==> src/rtl/fnd_bcd_counter_if.sv <==
// Control/count bundle for fnd_bcd_counter.
//   en, up, clksel, load, load_bcd : driven by the controller (master)
//   bcd_value, wrap                : driven by the counter (slave)
// The seg/an pins stay as plain ports on the counter because they go straight to the board.
interface fnd_bcd_counter_if #(
    parameter int unsigned NUM_DIGITS = 8
);
    logic                    en;
    logic                    up;
    logic                    clksel;
    logic                    load;
    logic [4*NUM_DIGITS-1:0] load_bcd;
    logic [4*NUM_DIGITS-1:0] bcd_value;
    logic                    wrap;

    modport master (
        output en, up, clksel, load, load_bcd,
        input  bcd_value, wrap
    );

    modport slave (
        input  en, up, clksel, load, load_bcd,
        output bcd_value, wrap
    );
endinterface

==> src/rtl/fnd_bcd_counter.sv <==
// Multi-digit packed-BCD up/down counter with a time-multiplexed active-low 7-segment driver.
//
// Ports:
//   clk  - system clock
//   rst  - synchronous reset, active-high
//   bus  - fnd_bcd_counter_if.slave: en, up, clksel, load, load_bcd in; bcd_value, wrap out
//   seg  - segment pattern {g,f,e,d,c,b,a}, active-low, registered
//   an   - digit enables, active-low one-hot, registered
//
// Optional feature: define FND_LZB_EN to blank leading zeros (digit 0 is always shown).
module fnd_bcd_counter #(
    parameter int unsigned NUM_DIGITS    = 8,
    parameter int unsigned TICK_DIV      = 1000000,
    parameter int unsigned TICK_DIV_FAST = 500000,
    parameter int unsigned REFRESH_DIV   = 1000
) (
    input  logic                  clk,
    input  logic                  rst,
    fnd_bcd_counter_if.slave      bus,
    output logic [6:0]            seg,
    output logic [NUM_DIGITS-1:0] an
);
    localparam int unsigned W        = 4 * NUM_DIGITS;
    localparam int unsigned TICK_MAX = (TICK_DIV > TICK_DIV_FAST) ? TICK_DIV : TICK_DIV_FAST;
    localparam int unsigned PW       = (TICK_MAX > 1) ? $clog2(TICK_MAX) : 1;
    localparam int unsigned RW       = (REFRESH_DIV > 1) ? $clog2(REFRESH_DIV) : 1;
    localparam int unsigned IW       = (NUM_DIGITS > 1) ? $clog2(NUM_DIGITS) : 1;

    localparam logic [PW-1:0] PSLOW = PW'(TICK_DIV - 1);
    localparam logic [PW-1:0] PFAST = PW'(TICK_DIV_FAST - 1);
    localparam logic [RW-1:0] RLAST = RW'(REFRESH_DIV - 1);
    localparam logic [IW-1:0] ILAST = IW'(NUM_DIGITS - 1);

    logic [PW-1:0]         presc_q, presc_d;
    logic                  step;
    logic [W-1:0]          bcd_q, bcd_d;
    logic                  wrap_q, wrap_d;
    logic [RW-1:0]         ref_q, ref_d;
    logic [IW-1:0]         idx_q, idx_d;
    logic [NUM_DIGITS-1:0] an_q, an_d;
    logic [6:0]            seg_q, seg_d;

    function automatic logic [6:0] seg_code(input logic [3:0] d);
        case (d)
            4'd0:    seg_code = 7'b1000000;
            4'd1:    seg_code = 7'b1111001;
            4'd2:    seg_code = 7'b0100100;
            4'd3:    seg_code = 7'b0110000;
            4'd4:    seg_code = 7'b0011001;
            4'd5:    seg_code = 7'b0010010;
            4'd6:    seg_code = 7'b0000010;
            4'd7:    seg_code = 7'b1111000;
            4'd8:    seg_code = 7'b0000000;
            4'd9:    seg_code = 7'b0010000;
            default: seg_code = 7'b1111111;
        endcase
    endfunction

    // Prescaler: >= rather than == so a switch to the shorter period mid-count still steps.
    always_comb begin
        step    = 1'b0;
        presc_d = presc_q;
        if (bus.en) begin
            if (presc_q >= (bus.clksel ? PFAST : PSLOW)) begin
                step    = 1'b1;
                presc_d = '0;
            end else begin
                presc_d = presc_q + 1'b1;
            end
        end
        if (bus.load) begin
            presc_d = '0;
        end
    end

    // Ripple carry/borrow across digits; a carry out of the top digit is exactly the wrap case.
    always_comb begin
        logic [3:0] dig;
        logic       carry;
        bcd_d  = bcd_q;
        wrap_d = 1'b0;
        carry  = 1'b1;
        dig    = '0;
        if (bus.load) begin
            for (int i = 0; i < NUM_DIGITS; i++) begin
                dig             = bus.load_bcd[4*i +: 4];
                bcd_d[4*i +: 4] = (dig > 4'd9) ? 4'd0 : dig;
            end
        end else if (step) begin
            for (int i = 0; i < NUM_DIGITS; i++) begin
                dig = bcd_q[4*i +: 4];
                if (carry) begin
                    if (bus.up) begin
                        if (dig >= 4'd9) begin
                            bcd_d[4*i +: 4] = 4'd0;
                        end else begin
                            bcd_d[4*i +: 4] = dig + 4'd1;
                            carry           = 1'b0;
                        end
                    end else begin
                        if (dig == 4'd0) begin
                            bcd_d[4*i +: 4] = 4'd9;
                        end else begin
                            bcd_d[4*i +: 4] = dig - 4'd1;
                            carry           = 1'b0;
                        end
                    end
                end
            end
            wrap_d = carry;
        end
    end

    // Scan runs free of en so the display never stalls.
    always_comb begin
        ref_d = (ref_q == RLAST) ? '0 : ref_q + 1'b1;
        idx_d = idx_q;
        if (ref_q == RLAST) begin
            idx_d = (idx_q == ILAST) ? '0 : idx_q + 1'b1;
        end
    end

    always_comb begin
        logic [3:0] cur;
        cur  = '0;
        an_d = '1;
        for (int i = 0; i < NUM_DIGITS; i++) begin
            if (idx_q == IW'(i)) begin
                cur     = bcd_q[4*i +: 4];
                an_d[i] = 1'b0;
            end
        end
        seg_d = seg_code(cur);
`ifdef FND_LZB_EN
        begin
            logic lead;
            lead = 1'b1;
            // Walk down from the top digit; lead stays set while every digit so far is zero.
            for (int i = NUM_DIGITS - 1; i > 0; i--) begin
                lead = lead & (bcd_q[4*i +: 4] == 4'd0);
                if (lead && (idx_q == IW'(i))) begin
                    seg_d = 7'b1111111;
                end
            end
        end
`endif
    end

    always_ff @(posedge clk) begin
        if (rst) begin
            presc_q <= '0;
            bcd_q   <= '0;
            wrap_q  <= 1'b0;
            ref_q   <= '0;
            idx_q   <= '0;
            an_q    <= '1;
            seg_q   <= 7'b1111111;
        end else begin
            presc_q <= presc_d;
            bcd_q   <= bcd_d;
            wrap_q  <= wrap_d;
            ref_q   <= ref_d;
            idx_q   <= idx_d;
            an_q    <= an_d;
            seg_q   <= seg_d;
        end
    end

    assign bus.bcd_value = bcd_q;
    assign bus.wrap      = wrap_q;
    assign seg           = seg_q;
    assign an            = an_q;
endmodule
==> src/flat_wrapper.sv <==
// flat-port wrapper written by rule: the top's interface ports become plain ports
module fnd_bcd_counter_flat 
#(
    parameter int unsigned NUM_DIGITS    = 8,
    parameter int unsigned TICK_DIV      = 1000000,
    parameter int unsigned TICK_DIV_FAST = 500000,
    parameter int unsigned REFRESH_DIV   = 1000
)
  (clk, rst, seg, an, bus_en, bus_up, bus_clksel, bus_load, bus_load_bcd, bus_bcd_value, bus_wrap);
  fnd_bcd_counter_if #(.NUM_DIGITS(NUM_DIGITS)) bus_i ();
  input  logic clk;
  input  logic rst;
  output logic [6:0] seg;
  output logic [NUM_DIGITS-1:0] an;
  input wire logic [$bits(bus_i.en)-1:0] bus_en;
  input wire logic [$bits(bus_i.up)-1:0] bus_up;
  input wire logic [$bits(bus_i.clksel)-1:0] bus_clksel;
  input wire logic [$bits(bus_i.load)-1:0] bus_load;
  input wire logic [$bits(bus_i.load_bcd)-1:0] bus_load_bcd;
  output wire logic [$bits(bus_i.bcd_value)-1:0] bus_bcd_value;
  output wire logic [$bits(bus_i.wrap)-1:0] bus_wrap;
  assign bus_i.en = bus_en;
  assign bus_i.up = bus_up;
  assign bus_i.clksel = bus_clksel;
  assign bus_i.load = bus_load;
  assign bus_i.load_bcd = bus_load_bcd;
  assign bus_bcd_value = bus_i.bcd_value;
  assign bus_wrap = bus_i.wrap;
  fnd_bcd_counter #(.NUM_DIGITS(NUM_DIGITS), .TICK_DIV(TICK_DIV), .TICK_DIV_FAST(TICK_DIV_FAST), .REFRESH_DIV(REFRESH_DIV)) u_core (.clk(clk), .rst(rst), .bus(bus_i), .seg(seg), .an(an));
endmodule
==> config.mk <==
export PLATFORM = sky130hd
export DESIGN_NAME = fnd_bcd_counter_flat
export DESIGN_NICKNAME = d
export VERILOG_FILES = /design/src/rtl/fnd_bcd_counter_if.sv /design/src/rtl/fnd_bcd_counter.sv /design/src/flat_wrapper.sv
export SDC_FILE = /design/constraint.sdc
export NUM_CORES = 1
export LEC_CHECK = 0
export ABC_AREA = 1
export BUFFER_PORTS_ARGS = -buffer_cell sky130_fd_sc_hd__buf_2
export CAP_MARGIN = 20
export CORE_ASPECT_RATIO = 1.4
export CORE_UTILIZATION = 50
export CTS_CLUSTER_DIAMETER = 100
export CTS_CLUSTER_SIZE = 16
export DETAILED_ROUTE_END_ITERATION = 8
export PLACE_DENSITY = 0.76
export SKIP_CTS_REPAIR_TIMING = 1
export SYNTH_ARGS = -nofsm -noshare
export SYNTH_HDL_FRONTEND = slang
export SYNTH_SLANG_ARGS = --single-unit
==> constraint.sdc <==
create_clock -name clk -period 6 [get_ports clk]
set_input_delay 0.9 -clock clk [delete_from_list [all_inputs] [get_ports clk]]
set_output_delay 0.9 -clock clk [all_outputs]
set_load 0.05 [all_outputs]
[After elaboration in Yosys (flattened, before gate mapping)]
Memories as Yosys holds them, arrays and structs flattened. A register that Yosys moved wholly into a read port is not among the register bits.
Cells that the tools add are included.
Storage, ports and cells
  bits in registers: 74
  memory bits (read-only): 112
  input bits: 38
  word-level logic and storage cells: 193
  memories kept: 1
Operators by class
  add/subtract/negate cells: 19
  order comparisons: 17
  equal/unequal tests: 8
  mux-type cells: 106
  bitwise logic cells: 2
  reduce and logical (&&, ||, !) cells: 27
Memories
  (no name shown): depth 16, width 7, read ports 1, clocked after Yosys merged registers in 1, write ports 0, RTL line fnd_bcd_counter.sv:44  | case (d)
Operators by type and width (number)
  $mux 4: 47
  $mux 32: 2
  $mux 1: 54
  $mux 20: 2
  $add 4x1->4 const B: 8
  $ge 4x4->1 const B: 8
  $gt 4x4->1 const B: 8
  $logic_not 4->1: 8
  $sub 4x1->4 const B: 8
  $add 20x1->20 const B: 1
  $ge 20x20->1: 1
  $reduce_bool 2->1: 8
  $reduce_and 2->1: 7
  $eq 3x3->1 const B: 4
  $add 10x1->10 const B: 1
  $eq 10x10->1 const B: 1
  $eq 3x2->1 const B: 2
  $reduce_or 2->1: 2
  $reduce_or 4->1: 1
  $add 3x1->3 const B: 1
  $eq 3x1->1 const B: 1
  $logic_not 3->1: 1
  $mux 3: 1
  $not 1->1: 2

[Depth between registers and ports, before layout]
Gate-level depths: netlist (run 1).
  depth in word-level cells: 27
  gate-level depth with buffers: 19
  depth with buffers taken out: 19

[Least setup slack after synthesis (run 1)]
No wires, ideal clock.
  path type: input to register
  start: input port bus_clksel
  end: register u_core.bcd_q[19], in the netlist u_core.bus.bcd_value[19]
  data arrival time: 2206 ps
  data required time: 5883 ps
  slack: 3677 ps
  stages on the path: 14
  buffers on the path: 0
  cells stage by stage: inv_1 > ha_1 > nand2_1 > inv_1 > nand2_1 > nand2_1 > a21oi_1 > nand3_2 > nand2_4 > nand2_4 > nand2_2 > inv_1 > o21ai_0 > nor2_1
Between the ends
  word-level cells in the longest chain between the ends: 6
Ends and longest elaborated chain
  start, declared: RTL line flat_wrapper.sv:17  | input wire logic [$bits(bus_i.clksel)-1:0] bus_clksel;
  $mux 20: RTL line fnd_bcd_counter.sv:64  | if (presc_q >= (bus.clksel ? PFAST : PSLOW)) begin
  $ge 20x20->1: RTL line fnd_bcd_counter.sv:64
  $mux 1: RTL line fnd_bcd_counter.sv:64
  $mux 1: RTL line fnd_bcd_counter.sv:63  | if (bus.en) begin
  $reduce_bool 2->1 (no line)
  $reduce_and 2->1 (no line)
  end signal, assigned: RTL line fnd_bcd_counter.sv:152  | bcd_q <= '0;
  end signal, assigned: RTL line fnd_bcd_counter.sv:160  | bcd_q <= bcd_d;
  end, declared: RTL line fnd_bcd_counter.sv:36  | logic [W-1:0] bcd_q, bcd_d;
Every way passes these cells.
A chain may end at the register's enable or synchronous reset.

[Final worst setup path (run 1)]
  start: input port bus_load
  end: register u_core.bcd_q[13], in the netlist u_core.bus.bcd_value[13]
Between the ends
  word-level cells in the longest chain between the ends: 2
Ends and longest elaborated chain
  start, declared: RTL line flat_wrapper.sv:18  | input wire logic [$bits(bus_i.load)-1:0] bus_load;
  $reduce_bool 2->1 (no line)
  $reduce_and 2->1 (no line)
Several ways; a longest one is shown, not always the timed one.

==> impl_metrics.json, run 1 <==
{
  "critPathBufInv": 3,
  "reg2reg_slack_ns": 3.67,
  "worst_skew_pair.late_latency_ns": 0.34,
  "finalSetupViolCount": 0,
  "grt_ovf": 0,
  "fin_hold_ws_ns": 0.4489,
  "synth_enable_flop_cells": 0,
  "synth_area_leader_cell": "sky130_fd_sc_hd__dfxtp_1",
  "leakagePower_nw": 3.129,
  "detail-route-antenna-nets": 0,
  "total_wirelength_mm": 14.27,
  "root_buffer": "sky130_fd_sc_hd__clkbuf_16",
  "slew_viol_final": 0,
  "filler_cell_count_in_the_final_layout": 1073,
  "final_layout_size_suffix_gt1_share_pct": 16.77,
  "grt_pass1_wl_mm": 23.73,
  "rsz0062_at_grt": "no",
  "number_of_antenna_violations_at_the_first_check_in_global_routing": 0,
  "finalSetupTns_ns": 0,
  "critical-path-top-delay-family": "buffers and inverters",
  "critical_path.slowest_cell": "sky130_fd_sc_hd__clkinv_1",
  "gr-usage-all-layers_pct": 24.32,
  "drt_pre_antenna_iters": 7,
  "hpwl_mm": 10.57,
  "critPathLaunchType": "input pin",
  "floorplan.core_area_sq_mm": 0.01134,
  "port_buffers": 85,
  "nNetsFinal": 1039,
  "criticalPathCategory": "input pin to register",
  "viasPerCell": 5.259,
  "post_synth_num_cell_types": 53,
  "drc": 0,
  "finalHoldViolations": 0,
  "synth.yosys.seq_area_share_pct": 27.85,
  "postSynthRegisterBits": 81,
  "initialDrtViolationCount": 355,
  "min_path_type": "register to register",
  "clock-sinks": 81,
  "crit_path_max_fanout": 28,
  "worst_path_largest_cell_delay_ns": 0.77,
  "placed_cells_incl_taps": 1094,
  "initial_core_util_pct": 51.36,
  "die_area_sq_mm": 0.01209,
  "min_delay_worst_endpoint": "u_core.ref_q[0]$_SDFF_PP0_",
  "asyncSetResetFlopFracSynth_pct": 0,
  "die_w_um": 93.21,
  "hold_depth": 1,
  "route.vias.total": 5838,
  "synth_most_common_cell": "sky130_fd_sc_hd__nand2_1",
  "postSynthNetCount": 963,
  "clockBufferDepth": 2,
  "numCtsBuffers": 9,
  "final.setup_skew_ns": 0.008392,
  "critical_path.reg2reg.startpoint": "u_core.idx_q[1]$_SDFFE_PP0P_",
  "mapped_area_sq_mm": 0.005823,
  "syn_avg_cell_area_sq_um": 6.580,
  "critPathArrivalTime_ns": 3.24,
  "reg2regPathDepth": 19,
  "layout.cells.non_filler": 1110,
  "timing.max_cap.violations": 0,
  "ir_worst_vdd_mv": 0.1124,
  "ioPinCount": 86,
  "worstPathRequired_ns": 6.22,
  "synthesis_warning_total": 0,
  "fp-row-count": 46,
  "wl_per_cell_um": 12.86,
  "worst_r2r_endpoint": "u_core.seg[3]$_SDFF_PP1_",
  "timing.critical_path.cells": "buf_2 > clkinv_1 > buf_4 > nand2_4 > nand2_1 > o21ai_0 > a21oi_1",
  "first_global_vias": 5407,
  "post-route-min-period_ns": 3.014,
  "cts_max_level": 3,
  "cts_tree": "yes",
  "ys_dominant_reg_cell": "sky130_fd_sc_hd__dfxtp_1",
  "hp-start": "u_core.ref_q[0]$_SDFF_PP0_",
  "antennaDiodeCount": 0,
  "max_clock_freq_ghz": 0.3318,
  "worstSetupEndpointType": "register",
  "gp_congestion": 0.9007,
  "status": "finished, final reports clean",
  "die-height_um": 129.7,
  "synthesis.instances": 885,
  "power_density_mw_per_mm2": 245.0,
  "synth.area.top_cells": "sky130_fd_sc_hd__dfxtp_1 (28%), sky130_fd_sc_hd__nand2_1 (12%), sky130_fd_sc_hd__ha_1 (8.6%)",
  "worst_pin_slew_ns": 0.7502,
  "grt_max_degree": 34,
  "final_min_period_over_clock_period_pct": 50.23,
  "area_share_of_the_leading_cell_type_in_the_synthesized_netlist_pct": 27.85,
  "synthToLayoutAreaGrowth_pct": 15.38,
  "clock_slew_seen_by_the_registers_of_the_worst_setup_and_hold_paths_ns": 0.06,
  "relSlewSlack_pct": 49.68,
  "ys_top_cells_by_count": "sky130_fd_sc_hd__nand2_1 (186), sky130_fd_sc_hd__inv_1 (102), sky130_fd_sc_hd__nor2_1 (93)"
}
==> final cells by class <==
| type | instances | area (sq um) | share of cell area (%) |
|---|---|---|---|
| Clock buffer | 11 | 252.7 | 3.762 |
| Clock inverter | 5 | 125.1 | 1.862 |
| Inverter | 119 | 449.2 | 6.685 |
| Multi-Input combinational cell | 663 | 3650 | 54.32 |
| Sequential cell | 81 | 1622 | 24.13 |
| Tap cell | 144 | 180.2 | 2.682 |
| Timing Repair Buffer | 87 | 440.4 | 6.555 |
==> per-stage QoR <==
step	total power [W]	setup slack (ns)	area, sq um	util (%)
floorplan	0.0008753	3.677	5823	-
global placement	0.0009581	2.690	6341	55.93
detailed placement	0.0009600	2.621	6341	55.93
CTS	0.001651	2.990	6719	59.26
global route	0.001720	2.741	6719	59.26
finish	0.001646	2.986	6719	59.26
==> placed cells by master (no fill, tap or decap), types with 3 or more instances in the layout <==
cell type	n
sky130_fd_sc_hd__nand2_1	186
sky130_fd_sc_hd__inv_1	102
sky130_fd_sc_hd__nor2_1	93
sky130_fd_sc_hd__buf_2	85
sky130_fd_sc_hd__dfxtp_1	81
sky130_fd_sc_hd__o21ai_0	72
sky130_fd_sc_hd__nand3_1	64
sky130_fd_sc_hd__a21oi_1	57
sky130_fd_sc_hd__ha_1	40
sky130_fd_sc_hd__nor3_1	21
sky130_fd_sc_hd__nand2_2	18
sky130_fd_sc_hd__xor2_1	17
sky130_fd_sc_hd__inv_2	14
sky130_fd_sc_hd__xnor2_1	13
sky130_fd_sc_hd__o21ai_1	10
sky130_fd_sc_hd__o211ai_1	9
sky130_fd_sc_hd__clkbuf_16	9
sky130_fd_sc_hd__o22ai_1	7
sky130_fd_sc_hd__o31ai_1	6
sky130_fd_sc_hd__a31oi_1	5
sky130_fd_sc_hd__nand2_4	4
sky130_fd_sc_hd__nor3b_1	4
sky130_fd_sc_hd__bufinv_16	4
sky130_fd_sc_hd__nor2_2	3
sky130_fd_sc_hd__nand4_1	3
sky130_fd_sc_hd__o21ai_2	3
sky130_fd_sc_hd__nor3_2	3
==> cell families after synthesis <==
family                     synth area share [%]
DFF                                       27.85
AOI/OAI and AO/OA                         17.86
and+or+nand+nor                           31.71
adders and majority gates                 8.595
buffers and inverters                     9.476
xor gates and xnor gates                  4.512
==> power by group <==
group	total, W	switching [W]	internal (W)
Sequential	0.000594	0.0000323	0.000561
Clock	0.000693	0.000222	0.000471
Combinational	0.000360	0.000250	0.000110
==> layer usage <==
metal	part of all wire (%)	vias up	wire length [um]	global-route usage (%)
met1	43	2598	6168	28.01
met4	2.3	0	328	10.14
met3	4.1	28	579	3.671
li1	-	3058	-	-
met2	50	154	7198	44.51
met5	0	-	0	0
==> worst register-to-register path: cells and delay by family, from the launching register on <==
family / cells / cell delay [ns]
adders and majority gates: 2 / 0.54
buffers and inverters: 4 / 0.32
DFF: 1 / 0.32
and+or+nand+nor: 13 / 1.05
==> sequential cells by signal, indices dropped and copies added, names as in the netlist <==
| signal | cells |
|---|---|
| u_core.seg | 7 |
| u_core.an | 8 |
| u_core.bus.bcd_value | 32 |
| u_core.ref_q | 10 |
| u_core.bus.wrap | 1 |
| u_core.presc_q | 20 |
| u_core.idx_q | 3 |
==> worst max-delay path by stage <==
stage / slack (ns) / start / cells after the start / endpoint
final: 2.99 / bus_load / 7 / u_core.bus.bcd_value[13]$_SDFFE_PP0P_
after global routing: 2.74 / bus_load / 7 / u_core.bus.bcd_value[13]$_SDFFE_PP0P_
after CTS: 2.99 / bus_load / 7 / u_core.bus.bcd_value[13]$_SDFFE_PP0P_
after detailed placement: 2.62 / bus_load / 7 / u_core.bus.bcd_value[14]$_SDFFE_PP0P_
after global placement: 2.69 / bus_load / 7 / u_core.bus.bcd_value[13]$_SDFFE_PP0P_
after floorplan: 3.68 / bus_clksel / 14 / u_core.bus.bcd_value[19]$_SDFFE_PP0P_
No activity file was read; power rests on OpenSTA's default activity.
==> run 2: changes to the inputs <==
==> constraint.sdc (replaced) <==
create_clock -name clk -period 2.8 [get_ports clk]
set_input_delay 0.42 -clock clk [delete_from_list [all_inputs] [get_ports clk]]
set_output_delay 0.42 -clock clk [all_outputs]
set_load 0.05 [all_outputs]
==> run 2 against run 1 <==
Against the previous run: design area shrank 0.56%; worst hold slack lost 0.038 ns; combinational power grew 120%; critical endpoint is now u_core.seg[3]$_SDFF_PP1_; largest cell class unchanged.
==> impl_metrics.json, run 2 (synthesized netlist as in run 1, its figures left out) <==
{
  "register_area_sq_mm": 0.001622,
  "finalHoldViolations": 0,
  "gp_congestion": 0.9014,
  "largest_register_ff_count": 32,
  "gr-usage-all-layers_pct": 24.23,
  "placed_cells_incl_taps": 1097,
  "viasPerCell": 5.314,
  "die_area_sq_mm": 0.01209,
  "power_density_mw_per_mm2": 487.2,
  "nNetsFinal": 1042,
  "root_buffer": "sky130_fd_sc_hd__clkbuf_16",
  "final_layout_size_suffix_gt1_share_pct": 17.03,
  "final.setup_skew_ns": 0.007362,
  "layout.cells.non_filler": 1113,
  "drt_pre_antenna_iters": 5,
  "relSlewSlack_pct": 63.91,
  "numCtsBuffers": 9,
  "critPathArrivalTime_ns": 2.48,
  "grt_max_degree": 45,
  "p_int_w": 0.002142,
  "fp-row-count": 46,
  "power.clock.fraction_pct": 37.1,
  "slew_viol_final": 0,
  "mostFrequentLayoutCells": "sky130_fd_sc_hd__nand2_1 (186), sky130_fd_sc_hd__inv_1 (102), sky130_fd_sc_hd__nor2_1 (93)",
  "total_switching_power_w": 0.001113,
  "antennaDiodeCount": 0,
  "filler_cell_count_in_the_final_layout": 1123,
  "clock-sinks": 81,
  "first_global_vias": 5427,
  "cts_tree": "yes",
  "power.switching_fraction_pct": 34.19,
  "status": "finished, final reports clean",
  "final_min_period_over_clock_period_pct": 80.16,
  "die-height_um": 129.7,
  "wl_per_cell_um": 12.80,
  "leakagePower_nw": 3.105,
  "worst_skew_pair.late_latency_ns": 0.34,
  "total_wirelength_mm": 14.25,
  "finalSetupViolCount": 0,
  "criticalPathCategory": "register to register",
  "clockBufferDepth": 2,
  "grt_ovf": 0,
  "post-route-min-period_ns": 2.245,
  "worst_pin_slew_ns": 0.5407,
  "cts_max_level": 3,
  "clock_slew_seen_by_the_registers_of_the_worst_setup_and_hold_paths_ns": 0.06,
  "initialDrtViolationCount": 242,
  "die_w_um": 93.21,
  "synthToLayoutAreaGrowth_pct": 14.74,
  "rsz0062_at_grt": "no",
  "number_of_antenna_violations_at_the_first_check_in_global_routing": 0,
  "crit_path_max_fanout": 6,
  "worstSetupEndpointType": "register",
  "reg2reg_slack_ns": 0.56,
  "timing.max_cap.violations": 0,
  "multi_input_area_sq_mm": 0.003650,
  "ioPinCount": 86,
  "pwr-share-comb_pct": 23.9,
  "hpwl_mm": 10.79,
  "finalSetupTns_ns": 0,
  "worstPathRequired_ns": 3.03,
  "port_buffers": 85,
  "drc": 0,
  "detail-route-antenna-nets": 0,
  "min_path_type": "input pin to register",
  "ir_worst_vdd_mv": 0.2420,
  "floorplan.core_area_sq_mm": 0.01134,
  "sequentialPowerShare_pct": 39.0,
  "final_common_cell": "sky130_fd_sc_hd__nand2_1",
  "critPathLaunchType": "register",
  "route.vias.total": 5914,
  "max_clock_freq_ghz": 0.4455,
  "total_power_w": 0.003255,
  "grt_pass1_wl_mm": 23.73,
  "initial_core_util_pct": 51.36
}
[run 2: path summary, 6_finish.rpt]
path / endpoint / depth (start not counted) / start
worst min-delay path: u_core.bus.bcd_value[3]$_SDFFE_PP0P_ / 3 / bus_load_bcd[3]
worst min register to register: u_core.ref_q[0]$_SDFF_PP0_ / 1 / u_core.ref_q[0]$_SDFF_PP0_
worst max register to register: u_core.seg[3]$_SDFF_PP1_ / 19 / u_core.idx_q[1]$_SDFFE_PP0P_
worst max-delay path: u_core.seg[3]$_SDFF_PP1_ / 19 / u_core.idx_q[1]$_SDFFE_PP0P_
[run 2: metrics by stage]
step	area (sq um)	setup WS (ns)	hold WS, ns	utilization, %
detailed placement	6376	0.5452	0.4373	56.23
global route	6681	0.2379	0.4176	58.93
finish	6681	0.5555	0.4112	58.93
CTS	6681	0.5488	0.4087	58.93
global placement	6376	0.5033	0.4304	56.23
floorplan	5823	0.5224	0.4175	-
[run 2: critical path, cell delays in order (launching register included)]
cell and delay [ns]:
sky130_fd_sc_hd__dfxtp_1 0.33, sky130_fd_sc_hd__inv_1 0.09, sky130_fd_sc_hd__ha_1 0.25, sky130_fd_sc_hd__inv_1 0.08
sky130_fd_sc_hd__nor2_1 0.22, sky130_fd_sc_hd__nand2_1 0.09, sky130_fd_sc_hd__nand3_1 0.10, sky130_fd_sc_hd__nand2_1 0.05
sky130_fd_sc_hd__nand2_1 0.05, sky130_fd_sc_hd__nand2_1 0.05, sky130_fd_sc_hd__nand2_1 0.06, sky130_fd_sc_hd__nand2_1 0.07
sky130_fd_sc_hd__nand2_2 0.11, sky130_fd_sc_hd__inv_1 0.07, sky130_fd_sc_hd__ha_1 0.27, sky130_fd_sc_hd__inv_1 0.04
sky130_fd_sc_hd__nand2_1 0.05, sky130_fd_sc_hd__nand2_1 0.05, sky130_fd_sc_hd__nand2_1 0.05, sky130_fd_sc_hd__nand2_1 0.04
[run 2: final cells by class]
cell class,instances,area share (%)
clock buffer,9,3.371
clock inverter,7,1.199
inverter,119,6.723
multi-input combinational,663,54.63
sequential,81,24.27
tap,144,2.697
timing repair buffer,90,7.116
[run 2: power groups by stage]
| stage | combinational, W | clock [W] | sequential, W |
|---|---|---|---|
| after floorplan | 0.000438 | 0 | 0.00144 |
| after global placement | 0.000769 | 0 | 0.00129 |
| after detailed placement | 0.000772 | 0 | 0.00129 |
| after CTS | 0.000777 | 0.00122 | 0.00127 |
| after global routing | 0.000865 | 0.00127 | 0.00128 |
| final | 0.000779 | 0.00121 | 0.00127 |
[run 2: layer usage]
metal / routed length [um] / global-route usage, % / share of wire, % / vias to the layer above
li1: - / - / - / 3059
met1: 6240 / 28.82 / 44 / 2661
met2: 7038 / 43.21 / 49 / 161
met3: 633 / 3.438 / 4.4 / 33
met4: 339 / 10.50 / 2.4 / 0
met5: 0 / 0 / 0 / -
==> run 3: changes to the inputs <==
--- a/config.mk
+++ b/config.mk
@@ -13,7 +13,7 @@
 export CTS_CLUSTER_DIAMETER = 100
 export CTS_CLUSTER_SIZE = 16
 export DETAILED_ROUTE_END_ITERATION = 8
-export PLACE_DENSITY = 0.76
+export PLACE_DENSITY = 0.79
 export SKIP_CTS_REPAIR_TIMING = 1
 export SYNTH_ARGS = -nofsm -noshare
 export SYNTH_HDL_FRONTEND = slang
==> constraint.sdc (replaced) <==
create_clock -name clk -period 1.9 [get_ports clk]
set_input_delay 0.285 -clock clk [delete_from_list [all_inputs] [get_ports clk]]
set_output_delay 0.285 -clock clk [all_outputs]
set_load 0.05 [all_outputs]
==> run 3 against run 2 <==
Against the previous run: the flow now finishes with violations (setup timing); combinational power up 95%; first-iteration DRC count increased by 48%; core utilization increased by 12 points; power is 59% higher; largest power group unchanged; setup slack worse by 0.67 ns; clock skew grew 0.0043 ns; final cell count is 7.5% higher; die area stayed put; highest routed layer unchanged.
==> impl_metrics.json, run 3 (synthesized netlist as in run 1, its figures left out) <==
{
  "largest_register_ff_count": 32,
  "antennaDiodeCount": 0,
  "critPathArrivalTime_ns": 2.31,
  "die_area_sq_mm": 0.01209,
  "max_clock_freq_ghz": 0.4954,
  "min_path_type": "input pin to register",
  "gr-usage-all-layers_pct": 26.00,
  "worstSetupEndpointType": "register",
  "cts_max_level": 3,
  "worst_pin_slew_ns": 0.3709,
  "first_global_vias": 5818,
  "final_layout_size_suffix_gt1_share_pct": 35.04,
  "clock_slew_seen_by_the_registers_of_the_worst_setup_and_hold_paths_ns": 0.07,
  "status": "complete, but fails checks",
  "grt_use_met1_pct": 29.45,
  "crit_path_max_fanout": 5,
  "viasPerCell": 5.432,
  "critical_path.reg2reg.startpoint": "u_core.idx_q[1]$_SDFFE_PP0P_",
  "drt_pre_antenna_iters": 5,
  "grt_pass1_wl_mm": 25.30,
  "finalSetupTns_ns": -0.8056,
  "clock-sinks": 81,
  "root_buffer": "sky130_fd_sc_hd__clkbuf_16",
  "min_delay_worst_endpoint": "u_core.bus.bcd_value[3]$_SDFFE_PP0P_",
  "grt.met3_usage_pct": 3.671,
  "worst_r2r_endpoint": "u_core.seg[3]$_SDFF_PP1_",
  "grt_ovf": 0,
  "power_density_mw_per_mm2": 642.6,
  "number_of_antenna_violations_at_the_first_check_in_global_routing": 0,
  "route.vias.total": 6502,
  "hold_depth": 3,
  "worstPathRequired_ns": 2.19,
  "port_buffers": 85,
  "gp_congestion": 0.9130,
  "critPathLaunchType": "register",
  "criticalPathCategory": "register to register",
  "final.setup_skew_ns": 0.01170,
  "top_usage_layer": "met2",
  "global_route.usage.met2_pct": 48.92,
  "numCtsBuffers": 9,
  "slew_viol_final": 0,
  "reg2reg_slack_ns": -0.12,
  "hpwl_mm": 11.75,
  "final_common_cell": "sky130_fd_sc_hd__nand2_1",
  "rsz0062_at_grt": "yes",
  "mostFrequentLayoutCells": "sky130_fd_sc_hd__nand2_1 (169), sky130_fd_sc_hd__nor2_1 (87), sky130_fd_sc_hd__inv_1 (85), sky130_fd_sc_hd__buf_2 (85), sky130_fd_sc_hd__buf_4 (80)",
  "fp-row-count": 46,
  "wl_per_cell_um": 14.62,
  "cts_tree": "yes",
  "finalHoldViolations": 0,
  "hp-start": "bus_load_bcd[3]",
  "final.setup.worst_slack_ns": -0.1184,
  "timing.max_cap.violations": 0,
  "detail-route-antenna-nets": 0,
  "die_w_um": 93.21,
  "initial_core_util_pct": 51.36,
  "finalSetupViolCount": 21,
  "drc": 0,
  "nNetsFinal": 1126,
  "post-route-min-period_ns": 2.018,
  "ir_worst_vdd_mv": 0.4861,
  "register_area_sq_mm": 0.001689,
  "failing_checks": "setup timing",
  "utilization_pct": 70.86,
  "relSlewSlack_pct": 75.20,
  "reg2regPathDepth": 16,
  "floorplan.core_area_sq_mm": 0.01134,
  "initialDrtViolationCount": 358,
  "clockBufferDepth": 2,
  "ioPinCount": 86,
  "place_worst_setup_slack_ns": -0.2222,
  "filler_cell_count_in_the_final_layout": 864,
  "grt_max_degree": 51,
  "total_power_w": 0.005163,
  "multi_input_area_sq_mm": 0.004232,
  "die-height_um": 129.7,
  "worst_skew_pair.late_latency_ns": 0.35,
  "total_wirelength_mm": 17.51,
  "leakagePower_nw": 3.628,
  "synthToLayoutAreaGrowth_pct": 37.97,
  "final_min_period_over_clock_period_pct": 106.2
}
## run 3: cell count changes in the layout (fill, tap and decap cells not counted), moves of 15 or more
cell                      change
sky130_fd_sc_hd__inv_1       -17
sky130_fd_sc_hd__nand2_1     -17
sky130_fd_sc_hd__dfxtp_1     -28
sky130_fd_sc_hd__ha_4        +15
sky130_fd_sc_hd__buf_4       +76
sky130_fd_sc_hd__ha_1        -18
sky130_fd_sc_hd__o21ai_0     -16
sky130_fd_sc_hd__dfxtp_2     +15
## run 3: metrics by stage
step	std cells	hold WS, ns	instance area (sq um)
2_1_floorplan	885	0.4175	5884
3_3_place_gp	1169	0.4308	6990
3_5_place_dp	1169	0.4387	6990
4_1_cts	1185	0.2532	7293
5_1_grt	1197	0.2826	8034
6_report	1197	0.2622	8034
## run 3: worst max path at each step
stage	to	slack [ns]	startpoint	cells after the start
final	u_core.seg[3]$_SDFF_PP1_	-0.12	u_core.idx_q[1]$_SDFFE_PP0P_	16
after global routing	u_core.seg[3]$_SDFF_PP1_	-0.22	u_core.idx_q[1]$_SDFFE_PP0P_	18
after CTS	u_core.seg[3]$_SDFF_PP1_	-0.14	u_core.idx_q[1]$_SDFFE_PP0P_	16
after detailed placement	u_core.bus.bcd_value[13]$_SDFFE_PP0P_	-0.22	bus_clksel	14
after global placement	u_core.bus.bcd_value[14]$_SDFFE_PP0P_	-0.1	bus_clksel	14
after floorplan	u_core.bus.bcd_value[27]$_SDFFE_PP0P_	0.004	u_core.bus.bcd_value[21]$_SDFFE_PP0P_	14
## run 3: cell type report
type / instances / area share, %
multi-input combinational: 664 / 52.67
inverter: 119 / 5.965
tap: 144 / 2.243
sequential: 81 / 21.02
timing repair buffer: 173 / 14.33
clock inverter: 7 / 0.9656
clock buffer: 9 / 2.803
## run 3: report_power, final
| group | total, W | internal, W | switching (W) |
|---|---|---|---|
| Sequential | 0.00185 | 0.00177 | 0.0000790 |
| Clock | 0.00179 | 0.00103 | 0.000758 |
| Combinational | 0.00152 | 0.000550 | 0.000973 |
| Total | 0.00516 | 0.00335 | 0.00181 |
## run 3: layer usage
| layer | up-vias | routed length [um] |
|---|---|---|
| li1 | 3229 | - |
| met3 | 52 | 849 |
| met2 | 254 | 9092 |
| met1 | 2967 | 6946 |
| met5 | - | 0 |
| met4 | 0 | 616 |
## run 3: worst max-delay path, cell delays in order, from the launching register on
cell                      delay (ns)
sky130_fd_sc_hd__dfxtp_4        0.38
sky130_fd_sc_hd__inv_4          0.06
sky130_fd_sc_hd__ha_4           0.17
sky130_fd_sc_hd__buf_6          0.12
sky130_fd_sc_hd__nand2_2        0.11
sky130_fd_sc_hd__inv_1          0.11
sky130_fd_sc_hd__a21oi_1        0.15
sky130_fd_sc_hd__nand2_1        0.09
sky130_fd_sc_hd__nand2_1        0.10
sky130_fd_sc_hd__nand2_1        0.10
sky130_fd_sc_hd__nand2_2        0.11
sky130_fd_sc_hd__ha_4           0.21
sky130_fd_sc_hd__inv_2          0.06
sky130_fd_sc_hd__nand2_2        0.05
sky130_fd_sc_hd__nand2_1        0.06
sky130_fd_sc_hd__nand2_1        0.05
sky130_fd_sc_hd__nand2_1        0.05
